## config.mk

```make
export PLATFORM = sky130hd
export DESIGN_NAME = sd_divider
export DESIGN_NICKNAME = d
export VERILOG_FILES = /design/src/rtl/sd_divider.sv
export SDC_FILE = /design/constraint.sdc
export NUM_CORES = 1
export LEC_CHECK = 0
export ABC_AREA = 1
export BUFFER_PORTS_ARGS = -buffer_cell sky130_fd_sc_hd__buf_2
export CAP_MARGIN = 25
export CELL_PAD_IN_SITES_DETAIL_PLACEMENT = 1
export CELL_PAD_IN_SITES_GLOBAL_PLACEMENT = 1
export CORE_UTILIZATION = 37
export DETAILED_ROUTE_END_ITERATION = 8
export HOLD_SLACK_MARGIN = 0.06
export PLACE_DENSITY_LB_ADDON = 0.1
export SLEW_MARGIN = 20
export SYNTH_ARGS = -nofsm -noshare
export SYNTH_HDL_FRONTEND = slang
export SYNTH_SLANG_ARGS = --single-unit
```

## constraint.sdc

```tcl
create_clock -name clk -period 1.35 [get_ports clk]
set_input_delay 0.135 -clock clk [delete_from_list [all_inputs] [get_ports clk]]
set_output_delay 0.135 -clock clk [all_outputs]
set_load 0.05 [all_outputs]
```

## src/rtl/sd_divider.sv

```systemverilog
// Sequential restoring divider: one quotient bit per ITER cycle, NUM_BITS cycles per divide.
// Divide-by-zero skips the iterations and reports all-ones quotient with the dividend as remainder.
module sd_divider #(
    parameter int NUM_BITS = 4
) (
    input  logic                clk,
    input  logic                rst,
    input  logic                start,
    input  logic [NUM_BITS-1:0] dividend,
    input  logic [NUM_BITS-1:0] divisor,
    output logic [NUM_BITS-1:0] quotient,
    output logic [NUM_BITS-1:0] remainder,
    output logic                busy,
    output logic                done,
    output logic                dbz,
    output logic [2:0]          s
);

    localparam int CW = $clog2(NUM_BITS) + 1;

    typedef enum logic [2:0] {
        IDLE = 3'd0,
        ITER = 3'd1,
        DONE = 3'd2
    } state_t;

    state_t                state_q;
    logic [NUM_BITS:0]     r_q;
    logic [NUM_BITS-1:0]   q_q;
    logic [NUM_BITS-1:0]   d_q;
    logic [CW-1:0]         n_q;
    logic [NUM_BITS-1:0]   quotient_q;
    logic [NUM_BITS-1:0]   remainder_q;
    logic                  busy_q;
    logic                  done_q;
    logic                  dbz_q;

    logic [NUM_BITS+1:0]   shift_d;
    logic [NUM_BITS+1:0]   trial_d;
    logic [NUM_BITS:0]     r_d;
    logic [NUM_BITS-1:0]   q_d;

    // R stays below D, so the top bit of the widened trial is a clean borrow flag.
    always_comb begin
        shift_d = {r_q, q_q[NUM_BITS-1]};
        trial_d = shift_d - {2'b00, d_q};
        q_d     = q_q << 1;
        q_d[0]  = ~trial_d[NUM_BITS+1];
        r_d     = trial_d[NUM_BITS+1] ? shift_d[NUM_BITS:0] : trial_d[NUM_BITS:0];
    end

    always_ff @(posedge clk) begin
        if (rst) begin
            state_q     <= IDLE;
            r_q         <= '0;
            q_q         <= '0;
            d_q         <= '0;
            n_q         <= '0;
            quotient_q  <= '0;
            remainder_q <= '0;
            busy_q      <= 1'b0;
            done_q      <= 1'b0;
            dbz_q       <= 1'b0;
        end else begin
            case (state_q)
                IDLE: begin
                    busy_q <= 1'b0;
                    done_q <= 1'b0;
                    if (start) begin
                        if (divisor == '0) begin
                            quotient_q  <= '1;
                            remainder_q <= dividend;
                            dbz_q       <= 1'b1;
                            done_q      <= 1'b1;
                            state_q     <= DONE;
                        end else begin
                            q_q     <= dividend;
                            r_q     <= '0;
                            d_q     <= divisor;
                            n_q     <= CW'(NUM_BITS);
                            dbz_q   <= 1'b0;
                            busy_q  <= 1'b1;
                            state_q <= ITER;
                        end
                    end
                end
                ITER: begin
                    r_q <= r_d;
                    q_q <= q_d;
                    n_q <= n_q - CW'(1);
                    if (n_q == CW'(1)) begin
                        quotient_q  <= q_d;
                        remainder_q <= r_d[NUM_BITS-1:0];
                        busy_q      <= 1'b0;
                        done_q      <= 1'b1;
                        state_q     <= DONE;
                    end
                end
                DONE: begin
                    done_q  <= 1'b0;
                    state_q <= IDLE;
                end
                default: begin
                    busy_q  <= 1'b0;
                    done_q  <= 1'b0;
                    state_q <= IDLE;
                end
            endcase
        end
    end

    assign quotient  = quotient_q;
    assign remainder = remainder_q;
    assign busy      = busy_q;
    assign done      = done_q;
    assign dbz       = dbz_q;
    assign s         = state_q;

endmodule
```

==> impl_metrics.csv, run 1 <==
group,metric,value,unit
status,status,"finished with violations",
status,violations,"setup timing",
yosys,syn_area_per_cell,7.566,sq um
placement,io_buffers,23,
timing,slew_violations,0,
yosys,mappedNetlistArea,0.001612,sq mm
timing,fin_crit,1502,ps
floorplan,initial_core_util,39.44,%
yosys,ys.flop_type,"dfxtp_1",
drt,wl_per_cell,14.14,um
global_routing,antenna_found_initial,0,
yosys,ys_seq_area_share,36.02,%
worst_setup_path,reg2reg_depth,11,
timing,max_freq,665.9,MHz
worst_setup_path,cp-end-kind,"flop",
worst_setup_path,crit_required,1570,ps
global_routing,track_usage,21.60,%
yosys,synthArstFlopShare,0,%
power_and_ir_drop,leakage,1.021,nW
clock_network,clock-sinks,29,
timing,finalSetupViolCount,11,
finish,finalInstanceArea,0.002165,sq mm
timing,fin_crit_sh,111.2,%
yosys,synthSimpleGateAreaFrac,32.45,%
yosys,synth-xor-area-share,0.5435,%
worst_setup_path,endpoint,"r_q[4]",
worst_setup_path,cp-start-kind,"flop",
timing,rsz0062_at_grt,"true",
worst_setup_path,cp-startpoint,"q_q[3]",
clock_network,cts_max_path_buffers,2,
drt,num_vias,1569,
timing,finalHoldViolCount,0,
drt,remaining_drc_errors,0,
finish,final_util,52.97,%
floorplan,rows,23,
hold_path,worstHoldPathType,"in -> reg",
yosys,synth_edf_count,0,
worst_setup_path,cp_max_fo,3,
clock_network,cts_buffers,5,
timing,fin_ws,-151.8,ps
floorplan,die_h,68.00,um
placement,dp_cells,301,
clock_network,htree_levels,2,
power_and_ir_drop,vdd_drop_max,1014,uV
yosys,synth_top_cell_by_area,"dfxtp_1",
finish,antenna_cells,0,
finish,syn2layout_area_growth,34.32,%
yosys,postSynthCellCount,213,
clock_network,cts_tree,"done",
timing,hold_ws,107.2,ps
yosys,netlist_top_cells_area,"dfxtp_1 36%, nand2_1 9.8%, a21oi_1 5.6%, inv_1 5.6%, nand3_1 5.3%",
global_routing,grt_max_degree,17,
finish,layout.nets,278,
worst_setup_path,rr_endpoint,"r_q[4]",
clock_network,ctsHoldBuffers,0,
drt,firstDrtPassIters,4,
yosys,ys_types,35,
clock_network,clockRootBuffer,"clkbuf_8",
clock_network,insertion_delay,280,ps
global_routing,grt.overflow.total,0,
yosys,synth_fa_ha_area_share,5.901,%
drt,drt-total-wl,4399,um
yosys,ys.warnings.count,0,
global_routing,grt_pass1_vias,1545,
yosys,synth_top_family_by_area,"simple AND/OR/NAND/NOR gates",
drt,via_per_inst,5.045,
timing,setup-tns-final,-1284,ps
placement,placed_cell_area,0.001976,sq mm
yosys,synth_compound_area_share,14.60,%
worst_setup_path,path_class,"reg -> reg",
floorplan,die_x,68.00,um
drt,ant_nets,0,
worst_setup_path,worst-r2r-setup-slack,-150,ps
floorplan,io_pins,25,
worst_setup_path,crit_arrival,1730,ps
worst_setup_path,r2r-start,"q_q[3]",
yosys,synthesis.nets,231,
floorplan,core,0.004086,sq mm
power_and_ir_drop,p_per_area,1488,mW/mm^2
timing,finClkSkew,9.036,ps
yosys,ys_seq_elements,29,
floorplan,die_area,0.004623,sq mm
job,max_cap_violations,0,
finish,drive_above_1_share,43.68,%
global_routing,grt_pass1_wl,7265,um
finish,final-instance-count-excl-fill,311,
yosys,synth_mux_area_share,0,%
drt,drt_iter0_drc,76,
placement,dp_hpwl,3317,um
yosys,netlist.area_leader.share,36.02,%
clock_network,clk_pin_slew,70,ps
placement,gp_congestion,0.7778,
## area by class of cell
| class | count | area [sq um] |
|---|---|---|
| fillers | 521 | 1922 |
| multi-input cells | 147 | 965.9 |
| flip-flops and latches | 29 | 594.3 |
| repair buffers | 46 | 291.5 |
| inverters | 31 | 133.9 |
| clock buffers | 7 | 86.33 |
| well taps | 50 | 62.56 |
| clock inverters | 1 | 30.03 |
## layer usage
| layer | wire length, um | global-route usage, % | vias up | share of wire, % |
|---|---|---|---|---|
| li1 | - | - | 792 | - |
| met4 | 50 | 7.031 | 0 | 1.1 |
| met3 | 101 | 5.000 | 4 | 2.3 |
| met1 | 1888 | 25.13 | 752 | 43 |
| met2 | 2359 | 38.48 | 21 | 54 |
| met5 | 0 | 0 | - | 0 |
## cells by family (layout without fill, tap and decap cells)
family | count (synthesis) | after routing
simple gates | 100 | 100
compound gates | 38 | 38
buf+inv | 37 | 85
flops | 29 | 29
fa+ha+maj | 7 | 7
other cells | 1 | 1
xor+xnor | 1 | 1
## repair_timing
action | in CTS | in global routing
buffers inserted | 0 | 2
pin swaps | 8 | 5
gates resized for setup | 5 | 12
endpoints found under the setup margin | 14 | 15
## cell usage in the layout (no fill, tap or decap), types with 3 or more instances in the layout
master    Yosys  final
buf_2         1     23
nor2_1       10     10
inv_2         5      8
dfxtp_2       0      8
dfxtp_1      29     20
a31oi_1       3      3
nand3_4       1      3
o21ai_1       8      8
nor2_2       10     10
buf_4         2     22
nand2_4       2      5
a21oi_2       3      5
nand2_1      42     38
a21oi_1      18     16
nand3_1      17     15
clkbuf_8      0      6
o21ai_2       3      3
inv_1        24     20
ha_4          0      3
nand4_1       8      8
nand2_2       3      4
## stage by stage
step | total power, mW | worst slack (ps)
floorplan | 1.887 | -70.04
CTS | 3.216 | -164.7
finish | 3.222 | -151.8
global placement | 2.174 | -129.0
detailed placement | 2.220 | -183.9
global route | 3.438 | -315.5
## synthesized netlist by cell type (3+ instances only)
cell	number
a21oi_1	18
a21oi_2	3
a31oi_1	3
dfxtp_1	29
ha_1	6
inv_1	24
inv_2	5
nand2_1	42
nand2_2	3
nand3_1	17
nand4_1	8
nor2_1	10
nor2_2	10
o21ai_1	8
o21ai_2	3
## worst min-delay path by stage
stage	end	depth (start not counted)	from
after floorplan	d_q[0]	2	divisor[0]
after global placement	d_q[0]	3	divisor[0]
after detailed placement	d_q[0]	3	divisor[0]
after CTS	d_q[0]	3	divisor[0]
after global routing	d_q[0]	3	divisor[0]
final	d_q[0]	3	divisor[0]
## sequential cells by signal, summed over array words and instances, names as in the netlist
register	count
busy	1
d_q	4
dbz	1
done	1
n_q	3
q_q	4
quotient	4
r_q	5
remainder	4
s	2
## where the power goes
group          switching [mW]  internal, mW  leakage (nW)
registers              0.0805         0.968         0.242
logic                   0.782         0.447         0.721
clock network           0.343         0.601        0.0585
total                    1.21          2.02          1.02
## critical path, stage by stage, from the launching register on
cell	delay [ps]
dfxtp_2	330
inv_2	60
ha_4	130
inv_4	40
fa_2	360
nand3_2	80
nand3b_1	90
nand2_1	80
nand3_1	60
nand2_1	60
nand2_1	50
a21oi_2	110
No activity file was read; power rests on OpenSTA's default activity.
==> run 2: changes to the inputs <==
CORE_ASPECT_RATIO = 0.6   (was not set)
==> impl_metrics.csv, run 2 (same netlist as run 1, synthesis figures left out) <==
group,metric,value,unit
power_and_ir_drop,leakage,1.031,nW
floorplan,core,0.004144,sq mm
placement,placed_cell_area,0.002016,sq mm
floorplan,io_pins,25,
finish,fill_cells,526,
finish,antenna_cells,0,
drt,ant_nets,0,
clock_network,cts_tree,"done",
worst_setup_path,path_class,"reg -> reg",
global_routing,grt_pass1_vias,1594,
power_and_ir_drop,p_per_area,1404,mW/mm^2
clock_network,cts_max_path_buffers,2,
drt,drt-total-wl,4693,um
timing,hold_ws,97.94,ps
floorplan,die_area,0.004632,sq mm
drt,firstDrtPassIters,4,
clock_network,insertion_delay,290,ps
timing,setup-tns-final,-1414,ps
finish,layout_commonest_cell,"nand2_1",
placement,gp_congestion,0.7911,
finish,final_cell_mix,"37 x nand2_1, 23 x buf_2, 23 x buf_4, 21 x dfxtp_1, 20 x inv_1",
worst_setup_path,cp-start-kind,"flop",
floorplan,initial_core_util,38.89,%
drt,num_vias,1572,
floorplan,rows,18,
worst_setup_path,crit_arrival,1750,ps
global_routing,grt.overflow.total,0,
placement,dp_hpwl,3534,um
timing,finClkSkew,4.673,ps
hold_path,whs_path_depth,3,
worst_setup_path,reg2reg_depth,11,
floorplan,die_h,53.12,um
global_routing,antenna_found_initial,0,
clock_network,cts_buffers,5,
finish,largest_reg_flops,5,
finish,seq_area,593.1,sq um
global_routing,grt_max_degree,17,
clock_network,htree_levels,2,
global_routing,grt_pass1_wl,7527,um
timing,rsz0062_at_grt,"true",
clock_network,clockRootBuffer,"clkbuf_8",
timing,fin_crit_sh,112.9,%
global_routing,track_usage,22.26,%
placement,io_buffers,23,
drt,wl_per_cell,14.48,um
worst_setup_path,crit_required,1570,ps
finish,final_util,53.23,%
status,status,"finished with violations",
worst_setup_path,cp_max_fo,3,
drt,via_per_inst,4.852,
status,violations,"setup timing",
finish,top_register,"r_q",
timing,fin_ws,-174.0,ps
finish,multi_input_area,0.001003,sq mm
finish,syn2layout_area_growth,36.88,%
timing,slew_violations,0,
clock_network,clk_pin_slew,70,ps
drt,remaining_drc_errors,0,
hold_path,worstHoldPathType,"in -> reg",
worst_setup_path,cp-end-kind,"flop",
finish,layout.nets,281,
finish,drive_above_1_share,45.83,%
job,max_cap_violations,0,
timing,finalSetupViolCount,11,
timing,fin_crit,1524,ps
clock_network,clock-sinks,29,
floorplan,die_x,87.20,um
timing,max_freq,656.2,MHz
finish,finalInstanceArea,0.002206,sq mm
drt,drt_iter0_drc,67,
power_and_ir_drop,vdd_drop_max,681.4,uV
timing,finalHoldViolCount,0,
==> run 2: cell types whose count changed in the layout (fill, tap and decap cells not counted), sizes merged <==
| cell | delta |
|---|---|
| buf | +2 |
| nand2 | +1 |
| bufinv | -1 |
| clkbuf | -2 |
| inv | +1 |
| clkinv | +1 |
| clkinvlp | +1 |
==> run 2: layout make-up <==
cell class,instances,share of cell area (%)
multi-input combinational,148,45.49
sequential,29,26.89
timing repair buffer,48,14.46
inverter,31,5.842
tap,60,3.403
clock buffer,5,3.120
clock inverter,3,0.7941
==> run 2: routing by layer <==
layer | routed length (um) | GRT usage (%)
met1 | 2321 | 28.46
met2 | 2127 | 37.01
met3 | 173 | 5.928
met4 | 71 | 6.831
met5 | 0 | 0
==> run 2: worst paths after layout <==
check                  start      to  slack (ps)
hold reg to reg       n_q[1]  n_q[1]         470
hold / removal    divisor[0]  d_q[0]         100
setup reg to reg      q_q[3]  r_q[4]        -170
setup / recovery      q_q[3]  r_q[4]        -170
==> run 2: report_power, final <==
part | leakage, nW | internal [mW] | switching (mW) | total (mW)
combinational | 0.746 | 0.500 | 0.834 | 1.33
clock | 0.0439 | 0.355 | 0.355 | 0.710
sequential | 0.242 | 0.967 | 0.0848 | 1.05
total | 1.03 | 1.82 | 1.27 | 3.10
==> run 2: worst max-delay path, cell delays in order, from the launching register on <==
cell	delay (ps)
dfxtp_2	330
inv_2	60
ha_4	120
inv_2	50
fa_2	360
nand3_2	80
nand3b_1	80
nand2_1	90
nand3_2	80
nand2_1	60
nand2_1	50
a21oi_2	100
==> run 2: repair_timing <==
action	in CTS	in global routing
resized for setup	10	10
buffers inserted	1	1
endpoints found under the setup margin	11	20
pin swaps	11	8
gates cloned	0	1
hold buffers	0	0
==> run 2: metrics by stage <==
step | setup WS [ps] | cells | total power, mW
6_report | -174.0 | 324 | 3.096
4_1_cts | -183.9 | 322 | 3.054
3_3_place_gp | -175.8 | 313 | 2.219
2_1_floorplan | -70.04 | 213 | 1.887
3_5_place_dp | -196.8 | 313 | 2.268
5_1_grt | -309.3 | 324 | 3.289
==> run 3: changes to the inputs <==
SKIP_LAST_GASP = 1   (was not set)
==> impl_metrics.csv, run 3 (same netlist as run 1, synthesis figures left out) <==
group,metric,value,unit
status,status,"finished with violations",
status,violations,"setup timing",
placement,gp_congestion,0.7911,
clock_network,cts_max_path_buffers,2,
worst_setup_path,r2r-start,"d_q[1]",
placement,io_buffers,23,
power_and_ir_drop,p_total,3.104,mW
job,max_cap_violations,0,
power_and_ir_drop,p_int,1.822,mW
global_routing,grt_max_degree,17,
drt,drt_iter0_drc,63,
finish,largest_reg_flops,5,
worst_setup_path,crit_arrival,1710,ps
drt,drt-total-wl,4751,um
power_and_ir_drop,seqPwrFrac,33.8,%
hold_path,worstHoldPathType,"in -> reg",
global_routing,grt.overflow.total,0,
global_routing,antenna_found_initial,0,
clock_network,clockRootBuffer,"clkbuf_8",
finish,final_cell_mix,"37 x nand2_1, 23 x buf_2, 23 x buf_4, 21 x dfxtp_1, 20 x inv_1",
clock_network,cts_tree,"done",
clock_network,cts_buffers,5,
timing,finClkSkew,3.798,ps
finish,layout_commonest_cell,"nand2_1",
clock_network,ctsHoldBuffers,0,
drt,via_per_inst,4.892,
power_and_ir_drop,combPwrFrac,43.3,%
finish,syn2layout_area_growth,37.03,%
drt,ant_nets,0,
global_routing,track_usage,22.22,%
worst_setup_path,cp-startpoint,"d_q[1]",
floorplan,core,0.004144,sq mm
power_and_ir_drop,p_clk_share,22.9,%
floorplan,rows,18,
worst_setup_path,cp-start-kind,"flop",
timing,finalHoldViolCount,0,
timing,fin_crit_sh,112.9,%
clock_network,clock-sinks,29,
worst_setup_path,cp_max_fo,6,
finish,layout.nets,281,
floorplan,die_h,53.12,um
finish,antenna_cells,0,
power_and_ir_drop,power_switching_share,41.30,%
worst_setup_path,crit_required,1530,ps
timing,fin_ws,-174.7,ps
power_and_ir_drop,leakage,1.030,nW
timing,finalSetupViolCount,11,
timing,rsz0062_at_grt,"true",
finish,final_util,53.29,%
finish,fill_cells,526,
drt,remaining_drc_errors,0,
worst_setup_path,cp-end-kind,"flop",
floorplan,io_pins,25,
clock_network,htree_levels,2,
floorplan,die_area,0.004632,sq mm
timing,max_freq,655.9,MHz
finish,drive_above_1_share,45.83,%
clock_network,insertion_delay,280,ps
timing,slew_violations,0,
power_and_ir_drop,vdd_drop_max,679.5,uV
placement,dp_hpwl,3534,um
timing,fin_crit,1525,ps
drt,wl_per_cell,14.66,um
hold_path,min_from,"divisor[0]",
floorplan,initial_core_util,38.89,%
drt,num_vias,1585,
clock_network,clk_pin_slew,60,ps
global_routing,grt_pass1_vias,1596,
worst_setup_path,path_class,"reg -> reg",
floorplan,die_x,87.20,um
finish,top_register,"r_q",
drt,firstDrtPassIters,4,
global_routing,grt_pass1_wl,7514,um
power_and_ir_drop,p_per_area,1405,mW/mm^2
power_and_ir_drop,p_sw,1.282,mW
[run 3: changes by cell type in the layout (fill, tap and decap cells not counted)]
cell,previous run,this run
nand3_2,7,6
nand3_4,2,3
nor2_2,8,9
nor2_4,3,2
[run 3: area by class of cell]
cell class                      instances  area, sq um  share of cell area, %
Inverter                               31        128.9                  5.836
Multi-Input combinational cell        148         1006                  45.55
Clock buffer                            5        68.82                  3.116
Tap cell                               60        75.07                  3.399
Sequential cell                        29        593.1                  26.86
Timing Repair Buffer                   48        319.1                  14.45
Clock inverter                          3        17.52                 0.7932
[run 3: through the flow]
step	setup TNS (ps)	setup WS, ps	hold WS (ps)	cell area, sq um	std cells
after global routing	-2651	-309.3	109.0	2208	324
after CTS	-1213	-183.9	92.63	2156	322
final	-1512	-174.7	96.51	2208	324
after floorplan	-147.3	-70.04	269.8	1679	213
after detailed placement	-1595	-196.8	390.7	2016	313
after global placement	-969.7	-175.8	379.4	2016	313
[run 3: routing by layer]
layer	vias up	GRT usage [%]	share of wire [%]
met4	0	6.831	0.61
met1	753	28.37	49
met5	-	0	0
met3	4	5.928	4.1
met2	29	37.01	46
li1	799	-	-
[run 3: critical path: stages (launching register included)]
cell and delay [ps]:
dfxtp_2 320, inv_2 50, ha_4 260, nand2_1 60
nand2_2 70, nand3_4 100, nand2_4 120, nand2_4 80
nand4_1 130, nand3_1 110, nand2_1 70, inv_1 40
[run 3: final timing paths]
kind / endpoint / slack (ps) / cells past startpoint
setup / recovery: r_q[0] / -170 / 11
hold / removal: d_q[0] / 100 / 3
setup reg to reg: r_q[0] / -170 / 11
hold reg to reg: n_q[1] / 470 / 2
[run 3: what timing repair did]
| item | in CTS | in global routing |
|---|---|---|
| endpoints found under the hold margin | 0 | 0 |
| gates resized for setup | 10 | 10 |
| cloned | 0 | 1 |
| endpoints found under the setup margin | 11 | 20 |
| pin swaps | 10 | 9 |
| setup buffers | 1 | 1 |
[run 3: power by group through the flow]
stage / clock, mW / combinational (mW) / sequential (mW)
6_report: 0.710 / 1.34 / 1.05
5_1_grt: 0.769 / 1.46 / 1.06
4_1_cts: 0.732 / 1.27 / 1.05
3_5_place_dp: 0 / 1.20 / 1.06
3_3_place_gp: 0 / 1.16 / 1.06
2_1_floorplan: 0 / 0.664 / 1.22
